===== src/rtl/microwave_timer_pkg.sv =====
// Shared definitions for the microwave timer: FSM states, button priority,
// BCD time layout and the digit-wise BCD arithmetic helpers.
package microwave_timer_pkg;

   localparam int unsigned BCD_W = 4;

   typedef enum logic [1:0] {
      ST_IDLE    = 2'd0,
      ST_RUNNING = 2'd1,
      ST_PAUSED  = 2'd2,
      ST_DONE    = 2'd3
   } state_t;

   typedef enum logic [2:0] {
      BTN_NONE    = 3'd0,
      BTN_STOP    = 3'd1,
      BTN_START   = 3'd2,
      BTN_ADD_MIN = 3'd3,
      BTN_ADD_SEC = 3'd4
   } btn_t;

   typedef struct packed {
      logic [BCD_W-1:0] min_t;
      logic [BCD_W-1:0] min_o;
      logic [BCD_W-1:0] sec_t;
      logic [BCD_W-1:0] sec_o;
   } bcd_time_t;

   // Only one button acts per cycle: stop > start > add_min > add_sec.
   function automatic btn_t sel_button(input logic stop, input logic start,
                                       input logic add_min, input logic add_sec);
      btn_t b;
      b = BTN_NONE;
      if (stop)         b = BTN_STOP;
      else if (start)   b = BTN_START;
      else if (add_min) b = BTN_ADD_MIN;
      else if (add_sec) b = BTN_ADD_SEC;
      return b;
   endfunction

   function automatic bcd_time_t add_minute(input bcd_time_t t,
                                            input logic [BCD_W-1:0] max_t,
                                            input logic [BCD_W-1:0] max_o);
      bcd_time_t r;
      r = t;
      if (!(t.min_t == max_t && t.min_o == max_o)) begin
         if (t.min_o == 4'd9) begin
            r.min_t = t.min_t + 4'd1;
            r.min_o = 4'd0;
         end else begin
            r.min_o = t.min_o + 4'd1;
         end
      end
      return r;
   endfunction

   function automatic bcd_time_t add_ten_sec(input bcd_time_t t,
                                             input logic [BCD_W-1:0] max_t,
                                             input logic [BCD_W-1:0] max_o);
      bcd_time_t r;
      r = t;
      if (t.sec_t < 4'd5) begin
         r.sec_t = t.sec_t + 4'd1;
      end else if (t.min_t == max_t && t.min_o == max_o) begin
         r.sec_t = 4'd5;
         r.sec_o = 4'd9;
      end else begin
         r       = add_minute(t, max_t, max_o);
         r.sec_t = t.sec_t - 4'd5;
      end
      return r;
   endfunction

   function automatic bcd_time_t dec_second(input bcd_time_t t);
      bcd_time_t r;
      r = t;
      if (t.sec_o != 4'd0) begin
         r.sec_o = t.sec_o - 4'd1;
      end else if (t.sec_t != 4'd0) begin
         r.sec_t = t.sec_t - 4'd1;
         r.sec_o = 4'd9;
      end else begin
         r.sec_t = 4'd5;
         r.sec_o = 4'd9;
         if (t.min_o != 4'd0) begin
            r.min_o = t.min_o - 4'd1;
         end else begin
            r.min_t = t.min_t - 4'd1;
            r.min_o = 4'd9;
         end
      end
      return r;
   endfunction

endpackage


===== src/rtl/microwave_timer_tick_edge_detect.sv =====
// Synchronises the 1 Hz level and emits a one-cycle pulse per rising edge.
module tick_edge_detect (
   input  logic clk,
   input  logic reset,
   input  logic level,
   output logic pulse
);

   logic s1, s2, s3;

   // Flops reset high so a level already high at reset is not seen as an edge;
   // the pulse is registered, putting the count update on the 4th edge.
   always_ff @(posedge clk) begin
      if (reset) begin
         s1    <= 1'b1;
         s2    <= 1'b1;
         s3    <= 1'b1;
         pulse <= 1'b0;
      end else begin
         s1    <= level;
         s2    <= s1;
         s3    <= s2;
         pulse <= s2 & ~s3;
      end
   end

endmodule


===== src/rtl/microwave_timer.sv =====
// Microwave countdown timer: BCD minutes/seconds, button handling and the
// IDLE/RUNNING/PAUSED/DONE control FSM.
module microwave_timer
   import microwave_timer_pkg::*;
#(
   parameter int unsigned MAX_MIN     = 99,
   parameter int unsigned DONE_HOLD_S = 5
) (
   input  logic       clk,
   input  logic       reset,
   input  logic       tick_1hz,
   input  logic       btn_add_min,
   input  logic       btn_add_sec,
   input  logic       btn_start,
   input  logic       btn_stop,
   output logic [7:0] min_bcd,
   output logic [7:0] sec_bcd,
   output logic       running,
   output logic       done
);

   localparam logic [BCD_W-1:0] MAX_T     = BCD_W'(MAX_MIN / 10);
   localparam logic [BCD_W-1:0] MAX_O     = BCD_W'(MAX_MIN % 10);
   localparam logic [7:0]       HOLD_LAST = 8'(DONE_HOLD_S - 1);

   state_t    state, state_n;
   bcd_time_t tm, tm_n, tm_dec;
   logic      pending, pend_n;
   logic [7:0] hold_cnt, hold_n;
   btn_t      btn;
   logic      tick_p;

   tick_edge_detect u_tick (
      .clk   (clk),
      .reset (reset),
      .level (tick_1hz),
      .pulse (tick_p)
   );

   always_ff @(posedge clk) begin
      if (reset) begin
         state    <= ST_IDLE;
         tm       <= '0;
         pending  <= 1'b0;
         hold_cnt <= '0;
      end else begin
         state    <= state_n;
         tm       <= tm_n;
         pending  <= pend_n;
         hold_cnt <= hold_n;
      end
   end

   always_comb begin
      state_n = state;
      tm_n    = tm;
      pend_n  = 1'b0;
      hold_n  = '0;
      tm_dec  = dec_second(tm);
      btn     = sel_button(btn_stop, btn_start, btn_add_min, btn_add_sec);
      case (state)
         ST_IDLE: begin
            case (btn)
               BTN_STOP:    tm_n = '0;
               BTN_START:   if (tm != '0) state_n = ST_RUNNING;
               BTN_ADD_MIN: tm_n = add_minute(tm, MAX_T, MAX_O);
               BTN_ADD_SEC: tm_n = add_ten_sec(tm, MAX_T, MAX_O);
               default:     ;
            endcase
         end
         ST_RUNNING: begin
            pend_n = pending;
            if (btn == BTN_STOP) begin
               state_n = ST_PAUSED;
               pend_n  = 1'b0;
            end else if (btn == BTN_ADD_MIN || btn == BTN_ADD_SEC) begin
               // A tick colliding with an add is deferred, never lost.
               tm_n   = (btn == BTN_ADD_MIN) ? add_minute(tm, MAX_T, MAX_O)
                                             : add_ten_sec(tm, MAX_T, MAX_O);
               pend_n = pending | tick_p;
            end else if (tick_p || pending) begin
               pend_n = tick_p & pending;
               if (tm == '0 || tm_dec == '0) begin
                  state_n = ST_DONE;
                  tm_n    = '0;
                  pend_n  = 1'b0;
               end else begin
                  tm_n = tm_dec;
               end
            end
         end
         ST_PAUSED: begin
            case (btn)
               BTN_STOP: begin
                  state_n = ST_IDLE;
                  tm_n    = '0;
               end
               BTN_START:   state_n = ST_RUNNING;
               BTN_ADD_MIN: tm_n = add_minute(tm, MAX_T, MAX_O);
               BTN_ADD_SEC: tm_n = add_ten_sec(tm, MAX_T, MAX_O);
               default:     ;
            endcase
         end
         ST_DONE: begin
            tm_n   = '0;
            hold_n = hold_cnt;
            if (btn != BTN_NONE) begin
               state_n = ST_IDLE;
               hold_n  = '0;
            end else if (tick_p) begin
               if (hold_cnt == HOLD_LAST) begin
                  state_n = ST_IDLE;
                  hold_n  = '0;
               end else begin
                  hold_n = hold_cnt + 8'd1;
               end
            end
         end
         default: state_n = ST_IDLE;
      endcase
   end

   assign min_bcd = {tm.min_t, tm.min_o};
   assign sec_bcd = {tm.sec_t, tm.sec_o};
   assign running = (state == ST_RUNNING);
   assign done    = (state == ST_DONE);

endmodule

===== config.mk =====
export PLATFORM = sky130hd
export DESIGN_NAME = microwave_timer
export DESIGN_NICKNAME = d
export VERILOG_FILES = /design/src/rtl/microwave_timer_pkg.sv /design/src/rtl/microwave_timer_tick_edge_detect.sv /design/src/rtl/microwave_timer.sv
export SDC_FILE = /design/constraint.sdc
export NUM_CORES = 1
export LEC_CHECK = 0
export CORE_ASPECT_RATIO = 1.5
export CORE_MARGIN = 1
export CORE_UTILIZATION = 40
export DETAILED_ROUTE_END_ITERATION = 10
export PLACE_DENSITY_LB_ADDON = 0.05
export SETUP_SLACK_MARGIN = 0.1
export SYNTH_ARGS = -nofsm -noshare
export SYNTH_HDL_FRONTEND = slang
export SYNTH_HIERARCHICAL = 1
export SYNTH_SLANG_ARGS = --single-unit

===== constraint.sdc =====
create_clock -name clk -period 8 [get_ports clk]
set_clock_uncertainty 0.15 [all_clocks]
set_input_delay 1.6 -clock clk [delete_from_list [all_inputs] [get_ports clk]]
set_output_delay 1.6 -clock clk [all_outputs]
set_load 0.03 [all_outputs]

After elaboration in Yosys (flattened, before gate mapping)
Cells that the tools add are included.
- flip-flop bits (word level): 31
- output and inout port bits: 18
- logic and storage cells: 109
- add/sub/neg operators: 9
- $lt $le $gt $ge: 1
- equal/unequal tests: 24
- mux-type cells: 39
- bitwise operators: 6
- reductions and logical operators: 19
- operators by type and width (cell ; count):
    16-bit one-hot mux with 3 select lines ; 2
    16-bit two-way mux ; 5
    8-bit two-way mux ; 6
    16-bit zero test ; 2
    4-bit two-way mux ; 7
    2-bit two-way mux ; 9
    3-bit by 1-bit != test with 1-bit output, second input constant ; 6
    16-bit nonzero test ; 1
    4-bit by 1-bit subtractor with 4-bit output, second input constant ; 4
    4-bit by 1-bit adder with 4-bit output, second input constant ; 3
    12-bit two-way mux ; 1
    3-bit two-way mux ; 4
    4-bit nonzero test ; 3
    8-bit by 1-bit adder with 8-bit output, second input constant ; 1
    4-bit == test, second input constant ; 2
    8-bit by 3-bit == test with 1-bit output, second input constant ; 1
    2-bit != test, second input constant ; 4
    2-bit one-hot mux with 4 select lines ; 1
    8-bit AND reduction ; 1
    3-bit by 2-bit == test with 1-bit output, second input constant ; 2
    3-bit != test, second input constant ; 2
    3-bit OR reduction ; 2
    5-bit AND reduction ; 1
    2-bit == test, second input constant ; 2
    19 further kinds ; 26

Logic depth before layout (Yosys ltp)
Gate-level depths: netlist of run 1.
- depth after elaboration: 11
- depth in mapped cells: 12
- depth with buffers taken out: 8

Hierarchy
The synthesis of run 1 kept the hierarchy.
- by module, submodules not included (module ; times used ; cells an instance ; area each (µm²)):
    microwave_timer ; 1 ; 339 ; 2446.1
    tick_edge_detect ; 1 ; 8 ; 106.4

Least setup slack after synthesis of run 1
OpenSTA, ideal clock, no wires.
- kind: input to register
- from: in btn_add_min
- to: reg tm, in the netlist min_bcd[6]
- setup time: 0.074 ns
- arrival time: 3.296 ns
- path slack: 4.480 ns
- stages: 6
- path buffers: 1
- path through: clkbuf_1 > or4b_2 > o21ai_0 > a41oi_1 > a211o_1 > a31oi_1
- cells in the longest elaborated chain, start to end: 8
- elaborated cells on any way between the ends: 16
- classes of those cells: eq/ne (6); mux (8); reduce/logical (2)
- RTL lines (what ; line ; text):
    start: declaration ; microwave_timer.sv:12 ; input logic btn_add_min,
    3-bit two-way mux * ; microwave_timer_pkg.sv:36 ; else if (add_min) b = BTN_ADD_MIN;
    3-bit two-way mux * ; microwave_timer_pkg.sv:35 ; else if (start) b = BTN_START;
    3-bit two-way mux * ; microwave_timer_pkg.sv:34 ; if (stop) b = BTN_STOP;
    3-bit by 2-bit == test with 1-bit output / 3-bit == test (equally long branches) ; - ;
    16-bit two-way mux / 1-bit logical OR (equally long branches) ; microwave_timer.sv:78, microwave_timer.sv:76 ;
    16-bit two-way mux ; microwave_timer.sv:76 ; end else if (btn == BTN_ADD_MIN || btn == BTN_ADD_SEC) begin
    16-bit two-way mux ; microwave_timer.sv:73 ; if (btn == BTN_STOP) begin
    16-bit one-hot mux with 3 select lines ; microwave_timer.sv:61 ; case (state)
    end signal: assignment ; microwave_timer.sv:48 ; tm <= tm_n;
    end: declaration ; microwave_timer.sv:27 ; bcd_time_t tm, tm_n, tm_dec;
Every way passes the cells marked *; elsewhere a longest branch is shown, timed or not. The select of a mux whose other input is x is not followed.
A chain may end at the register's enable or synchronous reset.

Final worst setup path of run 1
- from: in btn_stop
- to: reg tm, in the netlist min_bcd[7]
- cells in the longest elaborated chain, start to end: 6
- elaborated cells on any way between the ends: 14
- classes of those cells: eq/ne (6); mux (6); reduce/logical (2)
- RTL lines (what ; line ; text):
    start: declaration ; microwave_timer.sv:15 ; input logic btn_stop,
    3-bit two-way mux * ; microwave_timer_pkg.sv:34 ;
    3-bit by 2-bit == test with 1-bit output / 3-bit == test (equally long branches) ; - ;
    16-bit two-way mux / 1-bit logical OR (equally long branches) ; microwave_timer.sv:78, microwave_timer.sv:76 ;
    16-bit two-way mux ; microwave_timer.sv:76 ;
    16-bit two-way mux ; microwave_timer.sv:73 ;
    16-bit one-hot mux with 3 select lines ; microwave_timer.sv:61 ;
Marks and branches as above.

==> metrics, run 1 <==
layout net count 368; hold crit path type reg2reg; critical path data required time 8.04 ns; Min Clock Period, post-route 4.06 ns; max-cap violations 0; global-route wire length before repair about 13 mm; Clk pin slew, worst setup/hold paths 0.08 ns; Core Footprint 6130 um^2; Die H ~100 um; syn nets 362; sequential area share after synthesis 24.3%; CTS resizes 0; vias in the first global route approximately 2500; placed cell area 2780 um^2; synth top area cells dfxtp_1 (24%), o21ai_0 (6.1%), nor2_1 (5.4%), a21oi_1 (4.7%), ha_1 (3.9%); DR pass1 iterations 7; die area 6710 um^2; TritonCTS clock tree yes; flops & latches, synth 31; worst-skew pair later-pin latency 0.28 ns; outcome completed; Mapped Avg Cell Area ~7.4 um^2; Total GRT Usage 25.0%; die width 67.2 um; P per Cell Area 332 nW/um^2; Worst-Margin Slew 0.850 ns; post-CTS setup buffers 0; placer's final routability congestion estimate roughly 0.94; largest net degree at the start of global routing 24; DRC viols 0; antenna violations before repair 0; nature of the critical path startpoint primary input; clock root cell clkbuf_8; Synth top cells by count nor2_1 (37), dfxtp_1 (31), o21ai_0 (31); Post-Syn Area 2550 um^2; Power, Total between 0.9 and 1 mW; fin. max-slew vios 0; endpoint type of the worst setup path flop; layout cell share with drive strength beyond 1 7.34%; Final Instance Area slightly below 3000 um^2; Area Overhead vs Synth 13.4%; CTS H-tree lvls 2; FP Rows 35; Yosys warning count 6; RSZ-0062 raised after global routing no; FFs w/ async S/R, synth 0%; GRT Residual Overflow 0; maximum vdd ir drop 132 uV; Setup CP Type in2reg; Vias roughly 2700; DRT antenna net count 0; Synth top area share 24.3%; commonest register cell after synthesis dfxtp_1; Synth cell types 62; max_slew headroom 42.8%; Max Clk Rate between 0.2 and 0.25 GHz; final number of setup-violating endpoints 0; biggest area consumer among synthesized cells dfxtp_1; Final HPWL DP 5.66 mm; Hold Vio Cnt, Final 0; PortBufs 24; Max Buffers Root-to-Sink 2; CTS Hold Bufs 0; critical-path maximum fanout 11; ant diodes 0; CTS buffer count 5; WL final 7.88 mm; Syn Inst Count 347; drt via density about 6.2; starting DRC count in detailed routing about 310; Core Util, Final 47.2%; Pleak 0.974 nW; setup total negative slack 0 ns; Arr. time, crit path a little over 4 ns; final worst-path cycle share 50.7%; Routed WL per cell 18.4 um; r2r setup slk roughly 4.7 ns; most common cell in the netlist nor2_1; Ports 25; starting density of the core 41.6%; EDFF count, synth 0; CTS sink cnt 31
## power breakdown
part	total, mW	switching [mW]	internal, mW
Sequential	0.246	0.0708	0.175
Clock	0.166	0.0647	0.101
Combinational	0.551	0.335	0.216
## final timing paths
kind                            cells after the start           end  startpoint
worst max-delay path                                6    min_bcd[7]    btn_stop
worst max register to register                      8    sec_bcd[3]  sec_bcd[4]
worst min register to register                      1  u_tick/pulse   u_tick/s3
worst min-delay path                                1  u_tick/pulse   u_tick/s3
## state kept, by name, indices dropped and copies added (netlist names)
register / cells
u_tick/s1: 1
u_tick/s3: 1
state: 2
min_bcd: 8
u_tick/pulse: 1
pending: 1
hold_cnt: 8
sec_bcd: 8
u_tick/s2: 1
## cell type report
cell class	instances	area, um^2
Inverter	13	48.8
Clock buffer	6	82.6
Fill cell	647	3240
Sequential cell	31	621
Timing Repair Buffer	27	263
Clock inverter	2	35.0
Multi-Input combinational cell	275	1750
Tap cell	74	92.6
## cell families (layout without fill, tap and decap cells)
group	after synthesis	count (layout)	synth area share, %
flip-flops	31	31	24.3
adder cells (fa/ha/maj)	8	8	3.92
multiplexers	5	5	2.21
AO/OA/AOI/OAI	111	111	28.3
AND/OR/NAND/NOR	139	139	30.1
buffers and inverters	41	48	7.01
XOR/XNOR	12	12	4.12
## routing by layer
metal | vias up | global-route usage, % | part of all wire [%]
li1 | 1283 | - | -
met1 | 1243 | 31.7 | 42
met2 | 113 | 41.8 | 50
met3 | 23 | 3.86 | 5.0
met4 | 0 | 9.17 | 3.0
met5 | - | 0 | 0
## critical path: stages
cell             delay, ns
clkdlybuf4s50_1       0.58
or4b_2                0.85
o21ai_0               0.46
a22oi_1               0.14
a21o_1                0.19
a221oi_1              0.27
## cells in the final DEF, fill, tap and decap left out, types with 6 or more instances in the layout
cell type,n
nor2_1,37
o21ai_0,31
nand3_1,7
clkdlybuf4s50_1,24
nor4_1,6
nor3_1,13
inv_1,13
dfxtp_1,31
xnor2_1,7
o22ai_1,6
ha_1,8
nand2_1,25
a22oi_1,6
clkbuf_8,6
a21oi_1,24
a31oi_1,6
## per-stage QoR
stage | instances | hold slack (ns) | setup WS [ns]
floorplan | 347 | 0.221 | 4.48
global placement | 420 | 0.247 | 3.76
detailed placement | 420 | 0.243 | 3.70
CTS | 428 | 0.253 | 4.00
global route | 428 | 0.273 | 3.86
finish | 428 | 0.246 | 3.94
No activity file was read; power rests on OpenSTA's default activity.
==> run 2: changes to the inputs <==
- clock period: 8 -> 3.7 ns (I/O delays scaled with it)
==> metrics, run 2 (synthesis results as in run 1) <==
nature of the critical path startpoint flop; drt via density 6.24; ant diodes 0; TritonCTS clock tree yes; Register Area just over 600 um^2; clock root cell clkbuf_8; critical path data required time 3.73 ns; max_slew headroom approximately half; outcome completed; Hold Vio Cnt, Final 0; layout cell share with drive strength beyond 1 10.1%; Vias 2738; Switch Pwr between 1 and 1.5 mW; filler instances 634; die area 6710 um^2; CTS sink cnt 31; Die H ~100 um; r2r setup slk 0.54 ns; GRT Residual Overflow 0; most common cell after layout, fill and taps aside nor2_1; Comb pwr share 60.2%; P per Cell Area ~720 nW/um^2; fin. max-slew vios 0; RSZ-0062 raised after global routing no; global-route wire length before repair 13.2 mm; CTS Hold Bufs 0; CTS resizes 0; PortBufs 24; Pleak 1.03 nW; WL final approximately 8 mm; post-CTS setup buffers 0; most frequent cells in the layout nor2_1 (37), o21ai_0 (31), dfxtp_1 (31), nand2_1 (25); antenna violations before repair 0; Core Util, Final 48.6%; starting DRC count in detailed routing 291; max-cap violations 0; Ports 25; maximum vdd ir drop 295 uV; Area Overhead vs Synth 16.7%; sw frac 47.9%; Max Buffers Root-to-Sink 2; area occupied by multi-input gates between 1500 and 2000 um^2; Core Footprint just over 6000 um^2; vias in the first global route 2592; endpoint type of the worst setup path flop; hold crit path type reg2reg; CTS buffer count 5; Clk pin slew, worst setup/hold paths 0.08 ns; CTS H-tree lvls 2; sequential power share 22.8%; Setup CP Type reg2reg; largest net degree at the start of global routing 25; DR pass1 iterations 5; final number of setup-violating endpoints 0; FP Rows 35; worst-skew pair later-pin latency 0.29 ns; setup total negative slack 0 ns; Routed WL per cell 18.3 um; Int Power 1.11 mW; final worst-path cycle share between 80 and 90%; placer's final routability congestion estimate 0.980; layout net count ~380; DRC viols 0; Arr. time, crit path roughly 3.2 ns; Min Clock Period, post-route 3.16 ns; Worst-Margin Slew around 0.75 ns; DRT antenna net count 0; starting density of the core about two fifths; die width 67.2 um; critical-path maximum fanout 10; Clk network pwr share about 17%; Max Clk Rate 0.317 GHz; Total GRT Usage between 20% and 30%; Final HPWL DP 5.71 mm; Power, Total approximately 2.1 mW
run 2: power by group through the flow:
stage / Clock [mW] / Sequential [mW] / Combinational (mW)
6_report: 0.363 / 0.486 / 1.29
5_1_grt: 0.384 / 0.499 / 1.40
4_1_cts: 0.372 / 0.483 / 1.27
3_5_place_dp: 0 / 0.491 / 1.26
3_3_place_gp: 0 / 0.494 / 1.27
2_1_floorplan: 0 / 0.498 / 0.904
run 2: path summary, 6_finish.rpt:
check / start / endpoint / cells after the start
hold / removal: u_tick/s3 / u_tick/pulse / 1
setup / recovery: sec_bcd[4] / sec_bcd[6] / 8
hold reg to reg: u_tick/s3 / u_tick/pulse / 1
setup reg to reg: sec_bcd[4] / sec_bcd[6] / 8
run 2: per-layer routing:
metal	up-vias	GRT usage (%)	wire, um
li1	1307	-	-
met1	1301	31.9	3280
met2	110	43.9	4100
met3	20	3.98	359
met4	0	11.5	268
met5	-	0	0
run 2: layout make-up:
cell class                 count  share of cell area, %
multi-input combinational    275                   58.9
clock inverter                 2                   1.18
clock buffer                   6                   2.77
timing repair buffer          38                   11.6
inverter                      13                   1.64
tap                           74                   3.11
sequential                    31                   20.8
run 2: stage by stage:
stage,std cells,hold slack [ns],setup slack (ns),cell area (um^2)
global route,439,0.265,0.344,2980
finish,439,0.244,0.543,2980
CTS,439,0.248,0.584,2980
floorplan,347,0.221,0.682,2550
detailed placement,431,0.238,0.317,2860
global placement,431,0.235,0.384,2860
run 2: worst max-delay path, stage by stage, from the launching register on:
cell      delay [ns]
dfxtp_1         0.41
inv_1           0.16
ha_1            0.33
or3b_2          0.62
or3_1           0.48
o21bai_1        0.43
o21ai_0         0.14
a221oi_1        0.25
nor2_1          0.06
==> run 3: changes to the inputs <==
- HOLD_SLACK_MARGIN: unset -> 0.06
==> results of run 3 <==
The final DEF is identical to that of run 2; final timing and power are the same.
